File: src/rtl/coherence_bus_arbiter.sv
// Snooping-bus arbiter and coherence transaction sequencer for NUM_CPUS MSI cache controllers.
// Build option: define ARB_FIXED_PRIO_EN for fixed lowest-index priority instead of round-robin.
module coherence_bus_arbiter #(
    parameter int unsigned NUM_CPUS = 4,
    parameter int unsigned ADDR_W   = 8,
    parameter int unsigned CPU_W    = 2
) (
    input  logic                       clock,
    input  logic                       reset_n,
    input  logic [NUM_CPUS-1:0]        req,
    input  logic [2*NUM_CPUS-1:0]      req_op,
    input  logic [ADDR_W*NUM_CPUS-1:0] req_addr,
    input  logic [NUM_CPUS-1:0]        req_wb,
    input  logic                       mem_ack,
    input  logic [NUM_CPUS-1:0]        snoop_ack,
    output logic [NUM_CPUS-1:0]        grant,
    output logic [NUM_CPUS-1:0]        done,
    output logic                       bus_valid,
    output logic [1:0]                 bus_op,
    output logic [ADDR_W-1:0]          bus_addr,
    output logic [CPU_W-1:0]           bus_src,
    output logic                       wb_valid,
    output logic [ADDR_W-1:0]          wb_addr
);

    localparam logic [1:0] OP_NONE = 2'b00;
    localparam logic [1:0] OP_INV  = 2'b11;

    typedef enum logic [2:0] {
        S_IDLE  = 3'd0,
        S_WB    = 3'd1,
        S_BCAST = 3'd2,
        S_FILL  = 3'd3,
        S_ACK   = 3'd4,
        S_DONE  = 3'd5
    } state_t;

    state_t state, state_next;

    logic [NUM_CPUS-1:0] eligible;
    logic                win_found;
    logic [CPU_W-1:0]    win_idx;

    logic [1:0]          op_q, op_d;
    logic [ADDR_W-1:0]   addr_q, addr_d;
    logic [CPU_W-1:0]    src_q, src_d;
    logic [NUM_CPUS-1:0] coll_q, coll_d;
    logic [NUM_CPUS-1:0] src_onehot;
    logic                all_acked;

    logic [NUM_CPUS-1:0] grant_d, done_d;
    logic                bus_valid_d, wb_valid_d;
    logic [1:0]          bus_op_d;
    logic [ADDR_W-1:0]   bus_addr_d, wb_addr_d;
    logic [CPU_W-1:0]    bus_src_d;

    always_comb begin
        eligible = '0;
        for (int i = 0; i < int'(NUM_CPUS); i++) begin
            eligible[i] = req[i] && (req_op[2*i +: 2] != OP_NONE);
        end
    end

`ifdef ARB_FIXED_PRIO_EN
    // Lowest eligible index wins; downward scan leaves the lowest hit last.
    always_comb begin
        win_found = 1'b0;
        win_idx   = '0;
        for (int i = int'(NUM_CPUS) - 1; i >= 0; i--) begin
            if (eligible[i]) begin
                win_found = 1'b1;
                win_idx   = CPU_W'(i);
            end
        end
    end
`else
    logic [CPU_W-1:0] rr_ptr;
    logic [CPU_W-1:0] cand;

    always_ff @(posedge clock) begin
        if (!reset_n) begin
            rr_ptr <= CPU_W'(NUM_CPUS - 1);
        end else if (state == S_IDLE && win_found) begin
            rr_ptr <= win_idx;
        end
    end

    // Scan from farthest to nearest after the pointer so the nearest hit is kept.
    always_comb begin
        win_found = 1'b0;
        win_idx   = '0;
        cand      = '0;
        for (int unsigned k = NUM_CPUS; k >= 1; k--) begin
            cand = CPU_W'((32'(rr_ptr) + k) % NUM_CPUS);
            if (eligible[cand]) begin
                win_found = 1'b1;
                win_idx   = cand;
            end
        end
    end
`endif

    // Source CPU never has to acknowledge its own broadcast.
    assign src_onehot = NUM_CPUS'(1) << src_q;
    assign all_acked  = &(coll_q | snoop_ack | src_onehot);

    always_ff @(posedge clock) begin
        if (!reset_n) begin
            state <= S_IDLE;
        end else begin
            state <= state_next;
        end
    end

    always_comb begin
        state_next = state;
        case (state)
            S_IDLE:  if (win_found) state_next = req_wb[win_idx] ? S_WB : S_BCAST;
            S_WB:    if (mem_ack) state_next = S_BCAST;
            S_BCAST: state_next = (op_q == OP_INV) ? S_ACK : S_FILL;
            S_FILL:  if (mem_ack) state_next = S_ACK;
            S_ACK:   if (all_acked) state_next = S_DONE;
            S_DONE:  state_next = S_IDLE;
            default: state_next = S_IDLE;
        endcase
    end

    // Next values of the registered outputs, keyed off the state being entered.
    always_comb begin
        grant_d     = grant;
        done_d      = '0;
        bus_valid_d = 1'b0;
        bus_op_d    = bus_op;
        bus_addr_d  = bus_addr;
        bus_src_d   = bus_src;
        wb_valid_d  = 1'b0;
        wb_addr_d   = wb_addr;
        op_d        = op_q;
        addr_d      = addr_q;
        src_d       = src_q;
        coll_d      = coll_q;
        case (state)
            S_IDLE: begin
                grant_d = '0;
                if (win_found) begin
                    grant_d = NUM_CPUS'(1) << win_idx;
                    op_d    = req_op[2*win_idx +: 2];
                    addr_d  = req_addr[ADDR_W*win_idx +: ADDR_W];
                    src_d   = win_idx;
                end
            end
            S_BCAST:       coll_d  = snoop_ack;
            S_FILL, S_ACK: coll_d  = coll_q | snoop_ack;
            S_DONE:        grant_d = '0;
            default:       ;
        endcase
        if (state_next == S_WB) begin
            wb_valid_d = 1'b1;
            wb_addr_d  = addr_d;
        end
        if (state_next == S_BCAST) begin
            bus_valid_d = 1'b1;
            bus_op_d    = op_d;
            bus_addr_d  = addr_d;
            bus_src_d   = src_d;
        end
        if (state_next == S_DONE) begin
            done_d = NUM_CPUS'(1) << src_d;
        end
    end

    always_ff @(posedge clock) begin
        if (!reset_n) begin
            grant     <= '0;
            done      <= '0;
            bus_valid <= 1'b0;
            bus_op    <= '0;
            bus_addr  <= '0;
            bus_src   <= '0;
            wb_valid  <= 1'b0;
            wb_addr   <= '0;
            op_q      <= '0;
            addr_q    <= '0;
            src_q     <= '0;
            coll_q    <= '0;
        end else begin
            grant     <= grant_d;
            done      <= done_d;
            bus_valid <= bus_valid_d;
            bus_op    <= bus_op_d;
            bus_addr  <= bus_addr_d;
            bus_src   <= bus_src_d;
            wb_valid  <= wb_valid_d;
            wb_addr   <= wb_addr_d;
            op_q      <= op_d;
            addr_q    <= addr_d;
            src_q     <= src_d;
            coll_q    <= coll_d;
        end
    end

endmodule

File: config.mk
export PLATFORM = sky130hd
export DESIGN_NAME = coherence_bus_arbiter
export DESIGN_NICKNAME = d
export VERILOG_FILES = /design/src/rtl/coherence_bus_arbiter.sv
export SDC_FILE = /design/constraint.sdc
export NUM_CORES = 1
export LEC_CHECK = 0
export CAP_MARGIN = 20
export CELL_PAD_IN_SITES_DETAIL_PLACEMENT = 1
export CELL_PAD_IN_SITES_GLOBAL_PLACEMENT = 1
export CORE_ASPECT_RATIO = 0.7
export CORE_MARGIN = 2
export CORE_UTILIZATION = 30
export CTS_BUF_LIST = sky130_fd_sc_hd__clkbuf_8
export DETAILED_ROUTE_END_ITERATION = 8
export MAX_ROUTING_LAYER = met4
export PLACE_DENSITY_LB_ADDON = 0.1
export RECOVER_POWER = 100
export SYNTH_ARGS = -nofsm -noshare
export SYNTH_HDL_FRONTEND = slang
export SYNTH_SLANG_ARGS = --single-unit
File: constraint.sdc
create_clock -name clock -period 2.62 [get_ports clock]
set_input_delay 0.655 -clock clock [delete_from_list [all_inputs] [get_ports clock]]
set_output_delay 0.655 -clock clock [all_outputs]
set_load 0.01 [all_outputs]
==> summary.md <==
| Metric | Value |
|---|---|
| Status | finished, final reports clean |
| Final Cycle Share | 96.55% |
| I/O Buffers | 84 |
| Total of warnings raised by yosys | 0 |
| CP arrival | 2.77 ns |
| CTS sink cnt | 51 |
| Max IR drop VDD | roughly 0.00036 V |
| Relative slew slack | between 50% and 60% |
| Synth Area per Inst | ~9.2 um2 |
| Overall routing resource usage | about a fifth |
| Final Max Slew Viols | 0 |
| Design Area, Final | around 4000 um2 |
| Final Core Density | between 50% and 60% |
| Antenna viol nets, final | 0 |
| Flop2flop setup slack | 0.44 ns |
| Area grow syn2layout | 58.97% |
| Reg2reg end | bus_addr[5] |
| MaxCap Viol Count | 0 |
| Die Wd | 113.7 um |
| Number of flops mapped to enable cells by yosys | 0 |
| Vias in the first global route | 2526 |
| Grt ovf | 0 |
| Power Density | 1080 nW/um2 |
| Worst-path fanout max | 7 |
| Final worst slack | between 0.09 and 0.1 ns |
| Starting Density | a little under a third |
| Num CTS Buffers | 5 |
| Crit. End Element | flip-flop |
| Die H | 80.76 um |
| Hold Crit Class | reg -> reg |
| Ant diodes | 0 |
| FF-to-FF path depth | 9 |
| Hold slack | 0.4640 ns |
| Post-CTS Hold Buffers | 0 |
| Wirelength per Cell | 16.82 um |
| Mapped cell area | approximately 2500 um2 |
| Crit path largest cell delay | roughly 0.47 ns |
| Slowest-stage cell, CP | clkdlybuf4s50_1 |
| CORE AREA | 8006 um2 |
| H-tree depth | 2 |
| Critical path class | in -> reg |
| Asr flop ratio synth | 0% |
| I/O Pins | 85 |
| Row cnt | 27 |
| Via-to-Cell Ratio | 5.059 |
| Clock Skew | 0.01546 ns |
| Skew-Pair Late Insertion Delay | between 0.3 and 0.4 ns |
| FF+latch count, synth | 51 |
| Initial antenna violation count | 0 |
| Global-route wire length before repair | ~13000 um |
| Clock Tree Root | clkbuf_8 |
| Leak | around 0.0018 uW |
| Layout cells sized above 1 | slightly above 20% |
| Syn Nets | 328 |
| Hold Startpoint | wb_addr[6] |
| Total Wirelength | ~8300 um |
| Worst-Margin Slew | 0.5956 ns |
| GPL Wtd Cong | 0.7679 |
| Sequential area share after synthesis | between 40% and 50% |
| Hold path depth | 2 |
| Final setup viols | 0 |
| Layout Nets | roughly 450 |
| Worst-path cell chain | clkdlybuf4s50_1 -> o21a_4 -> nand2b_4 -> buf_4 -> o21ai_4 -> a2111oi_4 -> a211oi_4 -> nor2_4 -> buf_12 -> mux2i_2 |
| Clock transition at path regs | 0.10 ns |
| Fmax | ~400 MHz |
| Setup WS pre-CTS | -0.3241 ns |
| Critical path launch point type | input port |
| CTS tree | yes |
| Final HPWL DP | ~6400 um |
| Via count | about 2500 |
| Iteration count of the initial detailed-routing pass | 4 |
| DR iter-0 viols | 110 |
| FF-to-FF Start | rr_ptr[1] |
| DRC | 0 |
| Hold EP | wb_addr[6] |
| Final Hold Fails | 0 |
| Placement Cell Area | ~3700 um2 |
| Syn Inst Count | 273 |
| Bufs on Longest Clock Path | 2 |
| Minimum clock period | 2.530 ns |
| Distinct cells, synth | 47 |
| Largest net degree at the start of global routing | 25 |
| Die ar. | 9178 um2 |
| Critical Path RT | 2.86 ns |
| Commonest register cell after synthesis | dfxtp_1 |
registers in the layout (all words and copies together), names as in the netlist:
signal	flops
op_q	2
src_q	2
state	3
coll_q	4
bus_op	2
wb_addr	8
done	4
grant	4
addr_q	8
bus_addr	8
rr_ptr	2
bus_valid	1
wb_valid	1
bus_src	2
layer usage:
metal	track usage (%)	up-vias	part of all wire, %
met5	-	-	0
met4	3.293	0	0.58
met3	3.134	4	3.7
met2	26.95	73	42
met1	27.44	1194	53
li1	-	1223	-
power by group:
group	switching, uW	leakage (uW)	total (uW)	internal, uW
clock	266	0.0000502	545	280
sequential	185	0.000418	1250	1060
combinational	1260	0.00134	2540	1280
total	1710	0.00181	4330	2620
metrics by stage:
| step | setup TNS, ns | cells | power (uW) |
|---|---|---|---|
| global placement | -7.131 | 479 | 3569 |
| finish | 0 | 493 | 4333 |
| floorplan | 0 | 273 | 2544 |
| detailed placement | -8.352 | 479 | 3616 |
| CTS | 0 | 487 | 4189 |
| global route | -0.01597 | 493 | 4634 |
area by class of cell:
class	instances	area, um2
Timing Repair Buffer	125	1225
Fill cell	923	3993
Sequential cell	51	1021
Tap cell	101	126.4
Clock inverter	2	37.54
Inverter	10	37.54
Clock buffer	5	68.82
Multi-Input combinational cell	199	1498
cell families (layout without fill, tap and decap cells):
| family | Yosys count | in the layout | synth area share (%) |
|---|---|---|---|
| AND/OR/NAND/NOR | 85 | 85 | 14.82 |
| buffers and inverters | 23 | 142 | 4.707 |
| AO/OA/AOI/OAI | 81 | 81 | 27.01 |
| multiplexers | 32 | 32 | 12.69 |
| XOR/XNOR | 1 | 1 | 0.3469 |
| flip-flops | 51 | 51 | 40.44 |
layout by cell type, fill, tap and decap left out, types with 5 or more instances in the layout:
cell	instances
nand2_1	29
o22ai_1	9
inv_1	10
dlygate4sd3_1	31
a31oi_1	5
dlymetal6s2s_1	10
clkbuf_8	5
dfxtp_1	51
nand3_1	10
a21oi_1	13
buf_4	36
clkdlybuf4s50_1	43
nor2_1	28
a21o_1	5
o21ai_0	5
mux2i_1	31
synth_stat cells, types with 3 or more instances:
master	instances	area share [%]
a211oi_1	3	0.89
mux2i_1	32	13
dfxtp_1	51	40
o22ai_1	9	2.2
a31oi_1	8	2.0
o21a_1	4	1.2
nor2_1	28	4.2
clkbuf_1	6	0.89
nand2b_1	5	1.2
o21ai_0	6	1.2
a21o_1	5	1.5
inv_1	10	1.5
nor3_1	4	0.79
a22oi_1	3	0.89
nand2_1	29	4.3
buf_6	4	1.8
nand3_1	11	2.2
a222oi_1	4	1.6
a21oi_1	13	2.6
critical path, delay by kind of cell:
family	cells	cell delay (ns)
AOI/OAI and AO/OA	4	0.82
buffers and inverters	3	0.74
muxes	1	0.20
and+or+nand+nor	2	0.36
how the worst max path moves through the flow:
stage / from / slack, ns / end / depth (start not counted)
after floorplan: req_op[7] / 0.35 / bus_op[0] / 9
after detailed placement: req_op[7] / -0.32 / bus_src[1] / 9
final: req[3] / 0.09 / bus_addr[5] / 10
after global placement: req_op[7] / -0.28 / wb_addr[7] / 10
after CTS: req_op[7] / 0.01 / bus_src[1] / 9
after global routing: req[0] / -0.02 / bus_op[1] / 10
timing repair:
item / 4_1_cts / 5_1_grt
gates resized for setup: 0 / 28
endpoints found under the setup margin: 2 / 26
buffers inserted: 1 / 5
gates cloned: 0 / 1
pin swaps: 1 / 12
Power figures use the tool's default switching activity.
==> patch: new RTL, same flow settings <==
Change the parameter `NUM_CPUS` from 4 to 3.
--- a/src/rtl/coherence_bus_arbiter.sv
+++ b/src/rtl/coherence_bus_arbiter.sv
@@ -1,7 +1,7 @@
 // Snooping-bus arbiter and coherence transaction sequencer for NUM_CPUS MSI cache controllers.
 // Build option: define ARB_FIXED_PRIO_EN for fixed lowest-index priority instead of round-robin.
 module coherence_bus_arbiter #(
-    parameter int unsigned NUM_CPUS = 4,
+    parameter int unsigned NUM_CPUS = 3,
     parameter int unsigned ADDR_W   = 8,
     parameter int unsigned CPU_W    = 2
 ) (
Interface: changed (7 resized); port bits go from 85 to 70. No check against the original RTL was run, so the function may have changed too.
==> patch against the unedited design <==
- maximum frequency down 3.1%
- setup slack worse by 0.082 ns
- non-clock buffer count down 12
- sequential cell count down 3
- cell area down 11%
- largest cell class unchanged
- cell count down 8.9%
- combinational power down 7%
- synthesized area down 9.0%
- power down 8.9%
- wire length down 12%
- sequential power down 8%
- first-iteration DRC count up 32%
==> patch: results (changes against the unedited design) <==
Logic synthesis
  • Top cells by count, synth: dfxtp_1 (48), nand2_1 (42), mux2i_1 (17), inv_1 (15) (was dfxtp_1 (51), mux2i_1 (32), nand2_1 (29), nor2_1 (28), a21oi_1 (13))
  • Register area share after synthesis: 0.4181 (was 0.4044)
  • Main area contributors after synthesis: dfxtp_1 (42%), mux2i_1 (7.4%), nand2_1 (6.9%), a222oi_1 (4.4%), o211ai_1 (3.3%) (was dfxtp_1 (40%), mux2i_1 (13%), nand2_1 (4.3%), nor2_1 (4.2%), a21oi_1 (2.6%))
  • Syn nets: 289 (was 328)
  • Main synth FF type: dfxtp_1 (unchanged)
  • Number of distinct library cells after synthesis: 57 (was 47)
  • Synth warn: 0 (unchanged)
  • FFs w/ async S/R, synth: 0 (unchanged)

Layout
  • # diodes: 0 (unchanged)
  • Largest regs: addr_q x8, bus_addr x8, wb_addr x8 (unchanged)
  • Layout cell share with drive strength beyond 1: 0.2593 (was 0.2015)
  • Total of fill cells in the finished design: 866 (was 923)
  • Final layout net count: 394 (was 447)

Worst setup path
  • Crit-path max FO: 6 (was 7)
  • R2R cell count: 11 (was 9)
  • Worst endpoint data arrival time: 2.80 ns (was 2.77 ns)

Drt
  • Avg WL per Cell: 16.20 µm (was 16.82 µm)
  • Pre-antenna DRT Iters: 7 (was 4)
  • Vias per cell: 4.886 (was 5.059)
  • Drt first-iter violations: 145 (was 110)

Global routing
  • First-pass GRT wire length: 11620 µm (was 13040 µm)
  • Antenna violations before repair: 0 (unchanged)
  • Largest net degree at the start of global routing: 28 (was 25)
  • Vias in the first global route: 2180 (was 2526)
  • Total Routing Usage GR: 0.1820 (was 0.1860)

CTS
  • Clock Latency Late Sink: 0.30 ns
  • Root buffer cell: clkbuf_8 (unchanged)
  • Clock transition at path regs: 0.09 ns
  • TritonCTS Buffers: 5 (unchanged)
  • Clock tree buffer depth: 2 (unchanged)
  • H-tree depth: 2 (unchanged)

Timing
  • Skew final: 0.009164 ns (was 0.01546 ns)
  • Slew headroom: 0.6790 (was 0.5988)

Place
  • # port buffers: 69 (was 84)
  • Worst slack at placement: -0.5187 ns (was -0.3241 ns)
  • Post-DP HPWL: 5294 µm (was 6404 µm)
  • Final GP Congestion: 0.8910 (was 0.7679)
  • Area after DPL: 0.003254 mm² (was 0.003707 mm²)

Hold path
  • Hold path depth: 2 (unchanged)
  • Hold/Removal Path Class: flop to flop (unchanged)

Pwr
  • Max rail drop VDD: 0.3544 mV (was 0.3643 mV)
  • Leak: 1.521 nW (was 1.806 nW)

Run status
  • Status: complete, no violations (unchanged)
-- patch: cell families after synthesis --
family / share of synthesized area
and+or+nand+nor: 0.1780
adders and majority gates: 0.01089
AOI/OAI and AO/OA: 0.2248
DFF: 0.4181
muxes: 0.09036
xor gates and xnor gates: 0.003811
buffers and inverters: 0.07403
-- patch: final timing paths --
check	start	to	slack (ns)
hold reg to reg	wb_addr[7]$_SDFFE_PN0P_	wb_addr[7]$_SDFFE_PN0P_	0.46
setup / recovery	rr_ptr[0]$_SDFFE_PN0P_	bus_op[0]$_SDFFE_PN0P_	0.008
hold / removal	wb_addr[7]$_SDFFE_PN0P_	wb_addr[7]$_SDFFE_PN0P_	0.46
setup reg to reg	rr_ptr[0]$_SDFFE_PN0P_	bus_op[0]$_SDFFE_PN0P_	0.008
-- patch: area by class of cell --
type	instances	area (µm²)	share of cell area
Clock buffer	5	68.82	0.01934
Clock inverter	3	18.77	0.005274
Inverter	16	60.06	0.01688
Multi-Input combinational cell	166	1287	0.3618
Sequential cell	48	968.4	0.2722
Tap cell	98	122.6	0.03446
Timing Repair Buffer	113	1032	0.2901
-- patch: per-layer routing --
| metal | global-route usage | vias to the layer above | wire, µm |
|---|---|---|---|
| li1 | - | 1091 | - |
| met1 | 0.2662 | 1048 | 3717 |
| met5 | - | - | 0 |
| met4 | 0.02692 | 0 | 41 |
| met3 | 0.03656 | 6 | 301 |
| met2 | 0.2631 | 49 | 3213 |
-- patch: stage by stage --
step / cells / total power, mW
2_1_floorplan: 245 / 2.432
3_3_place_gp: 430 / 3.190
3_5_place_dp: 430 / 3.220
4_1_cts: 445 / 3.894
5_1_grt: 449 / 4.249
6_report: 449 / 3.946
-- patch: where the power goes --
group          total (mW)  internal, mW  switching (mW)
Combinational        2.35          1.18            1.17
Clock               0.447         0.187           0.261
Sequential           1.15         0.998           0.152
Total                3.95          2.37            1.58
-- patch: critical path, cell delays in order, from the launching register on --
cell and delay (ns):
dfxtp_4 0.38, inv_2 0.05, ha_4 0.30, nor2_4 0.05, a221o_1 0.38, buf_6 0.15, nor4_4 0.24, a21oi_1 0.10
o41a_1 0.17, nor3_4 0.24, buf_12 0.15, mux2_4 0.30
-- patch: what timing repair did --
item                                    CTS  global route
pin swaps                                11            10
gates resized for setup                  25            28
endpoints found under the setup margin   23            15
cloned                                    1             0
buffers inserted                          6             4
